==> config.mk <==
export PLATFORM = sky130hd
export DESIGN_NAME = rock_generator_flat
export DESIGN_NICKNAME = d
export VERILOG_FILES = /design/src/rtl/rock_generator_if.sv /design/src/rtl/rock_generator.sv /design/src/flat_wrapper.sv
export SDC_FILE = /design/constraint.sdc
export NUM_CORES = 1
export LEC_CHECK = 0
export CAP_MARGIN = 40
export CORE_ASPECT_RATIO = 0.9
export CORE_MARGIN = 2
export CORE_UTILIZATION = 53
export DETAILED_ROUTE_END_ITERATION = 16
export PLACE_DENSITY = 0.86
export SLEW_MARGIN = 30
export SYNTH_ARGS = -nofsm -noshare
export SYNTH_HDL_FRONTEND = slang
export SYNTH_SLANG_ARGS = --single-unit
export TNS_END_PERCENT = 100
==> constraint.sdc <==
create_clock -name clk -period 5.58 [get_ports clk]
set_input_delay 1.395 -clock clk [delete_from_list [all_inputs] [get_ports clk]]
set_output_delay 1.395 -clock clk [all_outputs]
set_load 0.005 [all_outputs]
==> src/rtl/rock_generator_if.sv <==
// Link between the rocking controller and the swing generator: amplitude/frequency
// codes in, swing position, status flags and actuator PWM out.
interface rock_generator_if;
  logic        [3:0] A;
  logic        [3:0] F;
  logic signed [7:0] pos;
  logic              dir;
  logic              center;
  logic              active;
  logic              pwm_out;

  modport master (
    output A, F,
    input  pos, dir, center, active, pwm_out
  );

  modport slave (
    input  A, F,
    output pos, dir, center, active, pwm_out
  );
endinterface

==> src/rtl/rock_generator.sv <==
// Triangle swing generator for the cradle actuator: amplitude/frequency codes are
// re-latched only at centre crossings, and the position drives a registered PWM.
module rock_generator #(
  parameter int TICK_DIV   = 50000,
  parameter int PEAK_SCALE = 8
) (
  input  logic           clk,
  input  logic           reset,
  rock_generator_if.slave bus
);

  localparam int PW = (TICK_DIV > 1) ? $clog2(TICK_DIV) : 1;

  typedef enum logic [1:0] {
    IDLE,
    SWING_UP,
    SWING_DOWN
  } state_t;

  state_t             r_state;
  state_t             w_state_nxt;
  logic [PW-1:0]      r_presc;
  logic               w_tick;
  logic [3:0]         r_a_l;
  logic [3:0]         r_f_l;
  logic [3:0]         w_a_nxt;
  logic [3:0]         w_f_nxt;
  logic signed [7:0]  r_pos;
  logic signed [7:0]  w_pos_nxt;
  logic               r_dir;
  logic               w_dir_nxt;
  logic               r_center;
  logic               w_center_nxt;
  logic [7:0]         r_pwm_cnt;
  logic               r_pwm;
  logic [7:0]         w_duty;
  logic signed [9:0]  w_pos_ext;
  logic signed [9:0]  w_f_ext;
  logic signed [9:0]  w_nxt;
  logic signed [9:0]  w_use_peak;
  logic               w_cross;

  // Peak for an amplitude code, saturated so the position never leaves +/-120.
  function automatic logic signed [9:0] peak_of(input logic [3:0] a);
    logic [15:0] p;
    p = 16'(a) * 16'(PEAK_SCALE);
    return (p > 16'd120) ? 10'sd120 : 10'(p);
  endfunction

  // pos + 128 as an unsigned 8-bit duty threshold.
  function automatic logic [7:0] duty_of(input logic signed [7:0] p);
    return {~p[7], p[6:0]};
  endfunction

  assign w_tick    = (r_presc == PW'(TICK_DIV - 1));
  assign w_pos_ext = {{2{r_pos[7]}}, r_pos};
  assign w_f_ext   = {6'b0, r_f_l};
  assign w_nxt     = (r_state == SWING_DOWN) ? (w_pos_ext - w_f_ext) : (w_pos_ext + w_f_ext);
  assign w_cross   = (r_pos != 8'sd0) && ((w_nxt == 10'sd0) || (w_nxt[9] != r_pos[7]));
  assign w_duty    = duty_of(r_pos);

  always_comb begin
    w_state_nxt  = r_state;
    w_pos_nxt    = r_pos;
    w_dir_nxt    = r_dir;
    w_center_nxt = 1'b0;
    w_a_nxt      = r_a_l;
    w_f_nxt      = r_f_l;
    w_use_peak   = peak_of(r_a_l);
    if (w_tick) begin
      case (r_state)
        IDLE: begin
          w_a_nxt   = bus.A;
          w_f_nxt   = bus.F;
          w_pos_nxt = 8'sd0;
          if ((bus.A != 4'd0) && (bus.F != 4'd0)) begin
            w_state_nxt = SWING_UP;
            w_dir_nxt   = 1'b1;
          end
        end
        default: begin
          // A centre crossing is the only point where new codes are accepted.
          if (w_cross) begin
            w_center_nxt = 1'b1;
            w_a_nxt      = bus.A;
            w_f_nxt      = bus.F;
            w_use_peak   = peak_of(bus.A);
          end
          if (w_cross && ((bus.A == 4'd0) || (bus.F == 4'd0))) begin
            w_pos_nxt   = 8'sd0;
            w_state_nxt = IDLE;
            w_dir_nxt   = 1'b1;
          end else if ((r_state == SWING_UP) && (w_nxt >= w_use_peak)) begin
            w_pos_nxt   = 8'(w_use_peak);
            w_state_nxt = SWING_DOWN;
            w_dir_nxt   = 1'b0;
          end else if ((r_state == SWING_DOWN) && (w_nxt <= -w_use_peak)) begin
            w_pos_nxt   = 8'(-w_use_peak);
            w_state_nxt = SWING_UP;
            w_dir_nxt   = 1'b1;
          end else begin
            w_pos_nxt = 8'(w_nxt);
          end
        end
      endcase
    end
  end

  always_ff @(posedge clk) begin
    if (reset) begin
      r_state   <= IDLE;
      r_presc   <= '0;
      r_a_l     <= 4'd0;
      r_f_l     <= 4'd0;
      r_pos     <= 8'sd0;
      r_dir     <= 1'b1;
      r_center  <= 1'b0;
      r_pwm_cnt <= 8'd0;
      r_pwm     <= 1'b0;
    end else begin
      r_presc   <= w_tick ? '0 : (r_presc + PW'(1));
      r_state   <= w_state_nxt;
      r_a_l     <= w_a_nxt;
      r_f_l     <= w_f_nxt;
      r_pos     <= w_pos_nxt;
      r_dir     <= w_dir_nxt;
      r_center  <= w_center_nxt;
      r_pwm_cnt <= r_pwm_cnt + 8'd1;
      r_pwm     <= (r_pwm_cnt < w_duty);
    end
  end

  assign bus.pos     = r_pos;
  assign bus.dir     = r_dir;
  assign bus.center  = r_center;
  assign bus.active  = (r_state != IDLE);
  assign bus.pwm_out = r_pwm;

endmodule

==> src/flat_wrapper.sv <==
// flat-port wrapper written by rule: the top's interface ports become plain ports
module rock_generator_flat 
#(
  parameter int TICK_DIV   = 50000,
  parameter int PEAK_SCALE = 8
)
  (clk, reset, bus_A, bus_F, bus_pos, bus_dir, bus_center, bus_active, bus_pwm_out);
  rock_generator_if bus_i ();
  input  logic clk;
  input  logic reset;
  input wire logic [$bits(bus_i.A)-1:0] bus_A;
  input wire logic [$bits(bus_i.F)-1:0] bus_F;
  output wire logic [$bits(bus_i.pos)-1:0] bus_pos;
  output wire logic [$bits(bus_i.dir)-1:0] bus_dir;
  output wire logic [$bits(bus_i.center)-1:0] bus_center;
  output wire logic [$bits(bus_i.active)-1:0] bus_active;
  output wire logic [$bits(bus_i.pwm_out)-1:0] bus_pwm_out;
  assign bus_i.A = bus_A;
  assign bus_i.F = bus_F;
  assign bus_pos = bus_i.pos;
  assign bus_dir = bus_i.dir;
  assign bus_center = bus_i.center;
  assign bus_active = bus_i.active;
  assign bus_pwm_out = bus_i.pwm_out;
  rock_generator #(.TICK_DIV(TICK_DIV), .PEAK_SCALE(PEAK_SCALE)) u_core (.clk(clk), .reset(reset), .bus(bus_i));
endmodule
---- Word-level counts from Yosys, hierarchy flattened ----
Cells that the tools add are included.
cells by class
  multiplexer cells ....................... 25
  eq/ne operators ......................... 5
  add/sub/neg operators ................... 5
  magnitude comparators ................... 5
  reductions and logical operators ........ 21
  bitwise operators ....................... 2
operator list
  cell                                           number
  2-to-1 mux 10 bit                              4
  2-to-1 mux 8 bit                               4
  adder 16 x 1 -> 16 bit, second input constant  1
  == test 16 bit, second input constant          1
  2-to-1 mux 4 bit                               4
  > comparator 7 bit, second input constant      2
  2-to-1 mux 7 bit                               2
  nonzero test 4 bit                             3
  greater-or-equal comparator 10 bit             1
  <= comparator 10 bit                           1
  zero test 10 bit                               1
  2-to-1 mux 2 bit                               5
  negator 10 bit                                 1
  adder 8 x 5 -> 9 bit                           1
  subtractor 8 x 5 -> 9 bit                      1
  adder 8 x 1 -> 8 bit, second input constant    1
  zero test 4 bit                                2
  < comparator 8 bit                             1
  nonzero test 8 bit                             1
  2-to-1 mux 1 bit                               6
  logical AND 1 bit                              5
  nonzero test 2 bit                             2
  AND reduction 3 bit                            1
  OR reduction 3 bit                             1
  other kinds (9)                                11
storage, ports and cells
  input port bits ......................... 10
  register bits ........................... 45
  logic and storage cells ................. 72
  output and inout bits ................... 12

---- Longest topological paths before layout ----
  depth after elaboration ................. 15
  mapped depth ............................ 26
  gate-level depth less buffers ........... 25

---- Worst setup path before layout ----
OpenSTA, ideal clock, no wires.
  path type ............................... register to register
  start point ............................. reg u_core.r_state[1]
  end point ............................... reg u_core.r_pos[4] (netlist: u_core.bus.pos[4])
  clock period less this slack ............ 5,238 ps
  cell stages (with the launch flop) ...... 24
  arrival ................................. 5,121 ps
  setup time .............................. 117 ps
  setup slack ............................. 342 ps
  path buffers ............................ 2
  cells stage by stage .................... dfxtp_1 -> nor2b_1 -> clkbuf_1 -> mux2i_1 -> ha_1 -> nor2b_1 -> o31a_1 -> o21ai_1 -> a21oi_2 -> xor2_2 -> o32ai_4 -> buf_6 -> mux2_4 -> inv_1 -> ha_1 -> nor2b_1 -> ha_1 -> or3b_2 -> o31ai_1 -> nand2_1 -> mux2_2 -> nand2_1 -> o21ai_1 -> a22o_1
on the way
  cells in the longest elaborated chain, start to end .. 15
ends and longest elaborated chain
  element                                                   RTL line                                    RTL
  from (decl)                                               rock_generator.sv:20                        state_t r_state;
  from (signal assigned)                                    rock_generator.sv:122                       r_state <= w_state_nxt;
  == test 2 bit                                             rock_generator.sv:58, rock_generator.sv:97
  2-to-1 mux 10 bit                                         rock_generator.sv:58                        assign w_nxt = (r_state == SWING_DOWN) ? (w_pos_ext - w_f_ext) : (w_pos_ext + w_f_ext);
  zero test 10 bit / != test 1 bit (equally long branches)  rock_generator.sv:59                        assign w_cross = (r_pos != 8'sd0) && ((w_nxt == 10'sd0) || (w_nxt[9] != r_pos[7]));
  logical OR 1 bit                                          rock_generator.sv:59
  logical AND 1 bit                                         rock_generator.sv:59
  2-to-1 mux 10 bit                                         rock_generator.sv:83                        if (w_cross) begin
  2-to-1 mux 10 bit                                         rock_generator.sv:71                        case (r_state)
  2-to-1 mux 10 bit                                         rock_generator.sv:70                        if (w_tick) begin
  negator 10 bit                                            rock_generator.sv:97                        end else if ((r_state == SWING_DOWN) && (w_nxt <= -w_use_peak)) begin
  <= comparator 10 bit                                      rock_generator.sv:97
  logical AND 1 bit                                         rock_generator.sv:97
  2-to-1 mux 8 bit                                          rock_generator.sv:97
  2-to-1 mux 8 bit                                          rock_generator.sv:93                        end else if ((r_state == SWING_UP) && (w_nxt >= w_use_peak)) begin
  2-to-1 mux 8 bit                                          rock_generator.sv:89                        if (w_cross && ((bus.A == 4'd0) || (bus.F == 4'd0))) begin
  2-to-1 mux 8 bit *                                        rock_generator.sv:71
  to (signal assigned)                                      rock_generator.sv:125                       r_pos <= w_pos_nxt;
  to (decl)                                                 rock_generator.sv:28                        logic signed [7:0] r_pos;
Mark *: on every way between the ends. The rest lies on a longest branch, timed or not. The select of a mux whose other input is x is not followed.
A chain may end at the register's enable or synchronous reset.

---- Worst setup path after layout ----
  start point ............................. reg u_core.r_f_l[1]
  end point ............................... reg u_core.r_state[1]
on the way
  cells in the longest elaborated chain, start to end .. 13
ends and longest elaborated chain
  element                                                                          RTL line                                    RTL
  from (decl)                                                                      rock_generator.sv:25                        logic [3:0] r_f_l;
  from (signal assigned)                                                           rock_generator.sv:124                       r_f_l <= w_f_nxt;
  adder 8 x 5 -> 9 bit / subtractor 8 x 5 -> 9 bit (equally long branches)         rock_generator.sv:58
  2-to-1 mux 10 bit *                                                              rock_generator.sv:58
  zero test 10 bit / != test 1 bit (equally long branches)                         rock_generator.sv:59
  logical OR 1 bit                                                                 rock_generator.sv:59
  logical AND 1 bit                                                                rock_generator.sv:59
  2-to-1 mux 10 bit                                                                rock_generator.sv:83
  2-to-1 mux 10 bit                                                                rock_generator.sv:71
  2-to-1 mux 10 bit                                                                rock_generator.sv:70
  negator 10 bit / greater-or-equal comparator 10 bit (equally long branches)      rock_generator.sv:97, rock_generator.sv:93
  <= comparator 10 bit / logical AND 1 bit (equally long branches)                 rock_generator.sv:97, rock_generator.sv:93
  logical AND 1 bit / 2-to-1 mux 2 bit (equally long branches)                     rock_generator.sv:97, rock_generator.sv:93
  nonzero test 4 bit (no source line) / 2-to-1 mux 2 bit (equally long branches)   n/a
  AND reduction 3 bit (no source line) / 2-to-1 mux 2 bit (equally long branches)  n/a
Marked as above.

==> reports/results.tsv <==
stage	metric	value	unit
status	status	complete, no violations	
pwr	worst vdd ir	190	µV
floorplanning	row count	26	
logic_synthesis	Mapped Nets	394	
sta	Slew @ Worst Pin	553	ps
pwr	logic gate share of total power	0.056	
floorplanning	die span in y	76.2	µm
sta	slack of the critical path	167	ps
sta	fmax	0.185	GHz
floorplanning	Die Span X	84.2	µm
floorplanning	CORE AREA	5630	µm²
cells_and_area	FF/Latch Area	905	µm²
grt	initial antenna violation count	0	
clock_tree	# hold bufs at CTS	0	
floorplanning	die area	6420	µm²
logic_synthesis	Synth Flop Type	dfxtp_1	
grt	Total GRT Usage	0.221	
worst_setup_path	CP Capture Type	flop	
placement	placed insts	442	
placement	Place WS	-20.2	ps
floorplanning	Starting Density	0.545	
cells_and_area	share of cells above drive strength 1	0.161	
worst_setup_path	Worst path max stage delay	470	ps
grt	grt ovf	0	
routing	per-cell routed wire length	16.0	µm
cells_and_area	commonest cells after routing, fill and taps aside	nor2_1, dfxtp_1, ha_1, inv_1, nand2_1	
routing	Via density	5.84	
sta	ratio of final minimum period to clock period	0.970	
worst_setup_path	worst path required time	5820	ps
grt	first-pass GRT wire length	11.6	mm
clock_tree	CTS Buf Count	5	
sta	Slew HR	0.626	
sta	min Tclk post-route	5410	ps
worst_setup_path	crit-path max FO	6	
sta	Slew Viols, Final	0	
sta	clk_skew	6.90	ps
routing	vias	2658	
logic_synthesis	EDFF count, synth	0	
logic_synthesis	Mapped Area	3070	µm²
clock_tree	CTS H-Tree Depth	2	
min_path	hold path cells	1	
min_path	worst min-delay path category	flop to flop	
grt	pin count of the biggest net entering global routing	24	
placement	Detail Placement HPWL	5.46	mm
routing	Remaining DRCs	0	
logic_synthesis	Gate Count Post-Synth	352	
sta	Final Hold Vio Count	0	
routing	antenna-violating nets left	0	
run	max_cap viols	0	
cells_and_area	area of the multi-input gates	2140	µm²
pwr	Seq pwr share	0.557	
pwr	Sw Share	0.227	
logic_synthesis	register area share after synthesis	0.294	
worst_setup_path	Crit Path Class	flop to flop	
sta	Final setup viols	0	
pwr	Int Power	0.000456	W
cells_and_area	Util after Layout	0.643	
clock_tree	clock latency on the worst-skew pair	300	ps
worst_setup_path	slowest CP cell	fa_1	
worst_setup_path	cell depth of the worst setup path	23	
pwr	PwrDens	163	nW/µm²
clock_tree	clock slew at reported path FFs	80	ps
placement	buffers added on ports	21	
worst_setup_path	Reg2Reg Depth	23	
cells_and_area	Filler Cell Count	469	
pwr	clock share of power	0.387	
logic_synthesis	Post-synth ARST share	0	
grt	vias in the first global route	2544	
clock_tree	clk root buf	clkbuf_8	
worst_setup_path	Worst Path Buf+Inv	3	
placement	Placer Congestion	0.935	
worst_setup_path	critical path arrival	5650	ps
logic_synthesis	Synthesis Warnings	0	
routing	DR iter-0 viols	171	
clock_tree	clock sinks	45	
pwr	Leak	1.38	nW
cells_and_area	diode count	0	
cells_and_area	Final #Nets	426	
routing	1st-pass router iterations	4	
clock_tree	CTS tree	done	
routing	detailed-route wire length	7.28	mm
cells_and_area	commonest non-fill, non-tap cell in the layout	nor2_1	
sta	hold_ws	454	ps
worst_setup_path	crit start category	flop	
worst_setup_path	Worst path top cell family by delay	compound AO/OA/AOI/OAI gates	
cells_and_area	area grow syn2layout	17.9	%
logic_synthesis	Netlist cell types	59	
cells_and_area	fin cells	455	
logic_synthesis	Seq cells post-synth	45	
logic_synthesis	average cell area after synthesis	8.72	µm²
floorplanning	I/O Pins	22	
clock_tree	Clock Path Buffers	2	
worst_setup_path	worst-path cell chain	inv_1 > ha_1 > mux2i_2 > fa_1 > a21o_1 > a221oi_4 > xor2_2 > nand3_2 > o32ai_4 > mux2_4 > inv_1 > ha_4 > nor2b_2 > ha_1 > or3b_2 > o22ai_2 > a31oi_2 > o31ai_4 > nand2_2 > buf_4 > nand2_2 > o311ai_2 > a31o_1	
pwr	switching pwr	0.000134	W
[path summary, 6_finish.rpt]
| kind | from | to | slack (ps) |
|---|---|---|---|
| hold reg to reg | u_core.r_presc[0] | u_core.r_presc[0] | 450 |
| setup / recovery | u_core.r_f_l[1] | u_core.r_state[1] | 170 |
| hold / removal | u_core.r_presc[0] | u_core.r_presc[0] | 450 |
| setup reg to reg | u_core.r_f_l[1] | u_core.r_state[1] | 170 |
[registers in the layout (all words and copies together), names as in the netlist]
register and count:
u_core.bus.pwm_out 1, u_core.bus.pos 8, u_core.bus.dir 1, u_core.r_presc 16, u_core.r_a_l 4, u_core.r_state 2
u_core.r_f_l 4, u_core.r_pwm_cnt 8, u_core.bus.center 1
[cell type report]
cell class              count  area share
clock buffers               7      0.0266
multi-input cells         276       0.591
flip-flops and latches     45       0.250
inverters                  24      0.0249
clock inverters             1     0.00242
well taps                  70      0.0242
repair buffers             32      0.0809
[power groups by stage]
stage,Combinational [W],Sequential (W),Clock [W]
2_1_floorplan,0.0000183,0.000335,0
3_3_place_gp,0.0000310,0.000336,0
3_5_place_dp,0.0000319,0.000336,0
4_1_cts,0.0000324,0.000328,0.000233
5_1_grt,0.0000365,0.000329,0.000246
6_report,0.0000332,0.000328,0.000228
[cell usage after synthesis (2+ instances only)]
library cell	number	area [µm²]
a21o_1	6	45.0
and2_1	6	37.5
o21ai_1	3	15.0
or3_1	3	18.8
nand4_1	2	12.5
nor4_1	2	12.5
and3_1	5	31.3
a21oi_2	3	26.3
ha_1	31	388
clkbuf_1	5	18.8
mux2_2	2	22.5
nor2_1	48	180
nor2b_1	7	43.8
o21a_1	3	22.5
mux2i_1	14	140
dfxtp_1	45	901
o32ai_1	2	17.5
nor3_1	14	70.1
nand3_1	14	70.1
xor2_1	11	96.3
nand2_1	25	93.8
xnor2_1	13	114
nand2b_1	3	18.8
o21ai_0	11	55.1
mux2_4	2	30.0
o22ai_1	5	31.3
inv_1	24	90.1
xor2_2	3	48.8
or2_2	3	18.8
a21oi_1	8	40.0
[cell families after synthesis]
group	count (synthesis)	synth area share
XOR/XNOR	28	0.0934
flip-flops	45	0.294
AND/OR/NAND/NOR	138	0.215
multiplexers	19	0.0664
adder cells (fa/ha/maj)	32	0.133
buffers and inverters	31	0.0416
AO/OA/AOI/OAI	59	0.157
[stage by stage]
step	TNS [ps]	power, W	cell area, µm²
after floorplan	0	0.000353	3070
after global placement	0	0.000367	3370
after detailed placement	-20.2	0.000368	3370
after CTS	0	0.000593	3480
after global routing	-44.4	0.000612	3620
final	0	0.000590	3620
[timing repair]
item	4_1_cts	5_1_grt
pin swaps	0	7
buffers inserted	0	4
resized for setup	1	22
setup endpoints to repair	1	9
[worst reg2reg max path: stages (launching register included)]
cell and delay [ps]:
dfxtp_2 390, inv_1 60, ha_1 320, mux2i_2 110
fa_1 470, a21o_1 240, a221oi_4 320, xor2_2 220
nand3_2 120, o32ai_4 330, mux2_4 350, inv_1 130
ha_4 180, nor2b_2 170, ha_1 270, or3b_2 260
o22ai_2 90, a31oi_2 230, o31ai_4 140, nand2_2 140
buf_4 130, nand2_2 60, o311ai_2 420, a31o_1 200
[layer usage]
metal / share of wire / global-route usage / vias up / routed length (µm)
met5: 0 / 0 / - / 0
met4: 0.030 / 0.0903 / 0 / 219
met3: 0.064 / 0.0347 / 23 / 464
met2: 0.46 / 0.358 / 87 / 3330
met1: 0.45 / 0.293 / 1260 / 3270
li1: - / - / 1288 / -
(Power assumes the default switching activity.)
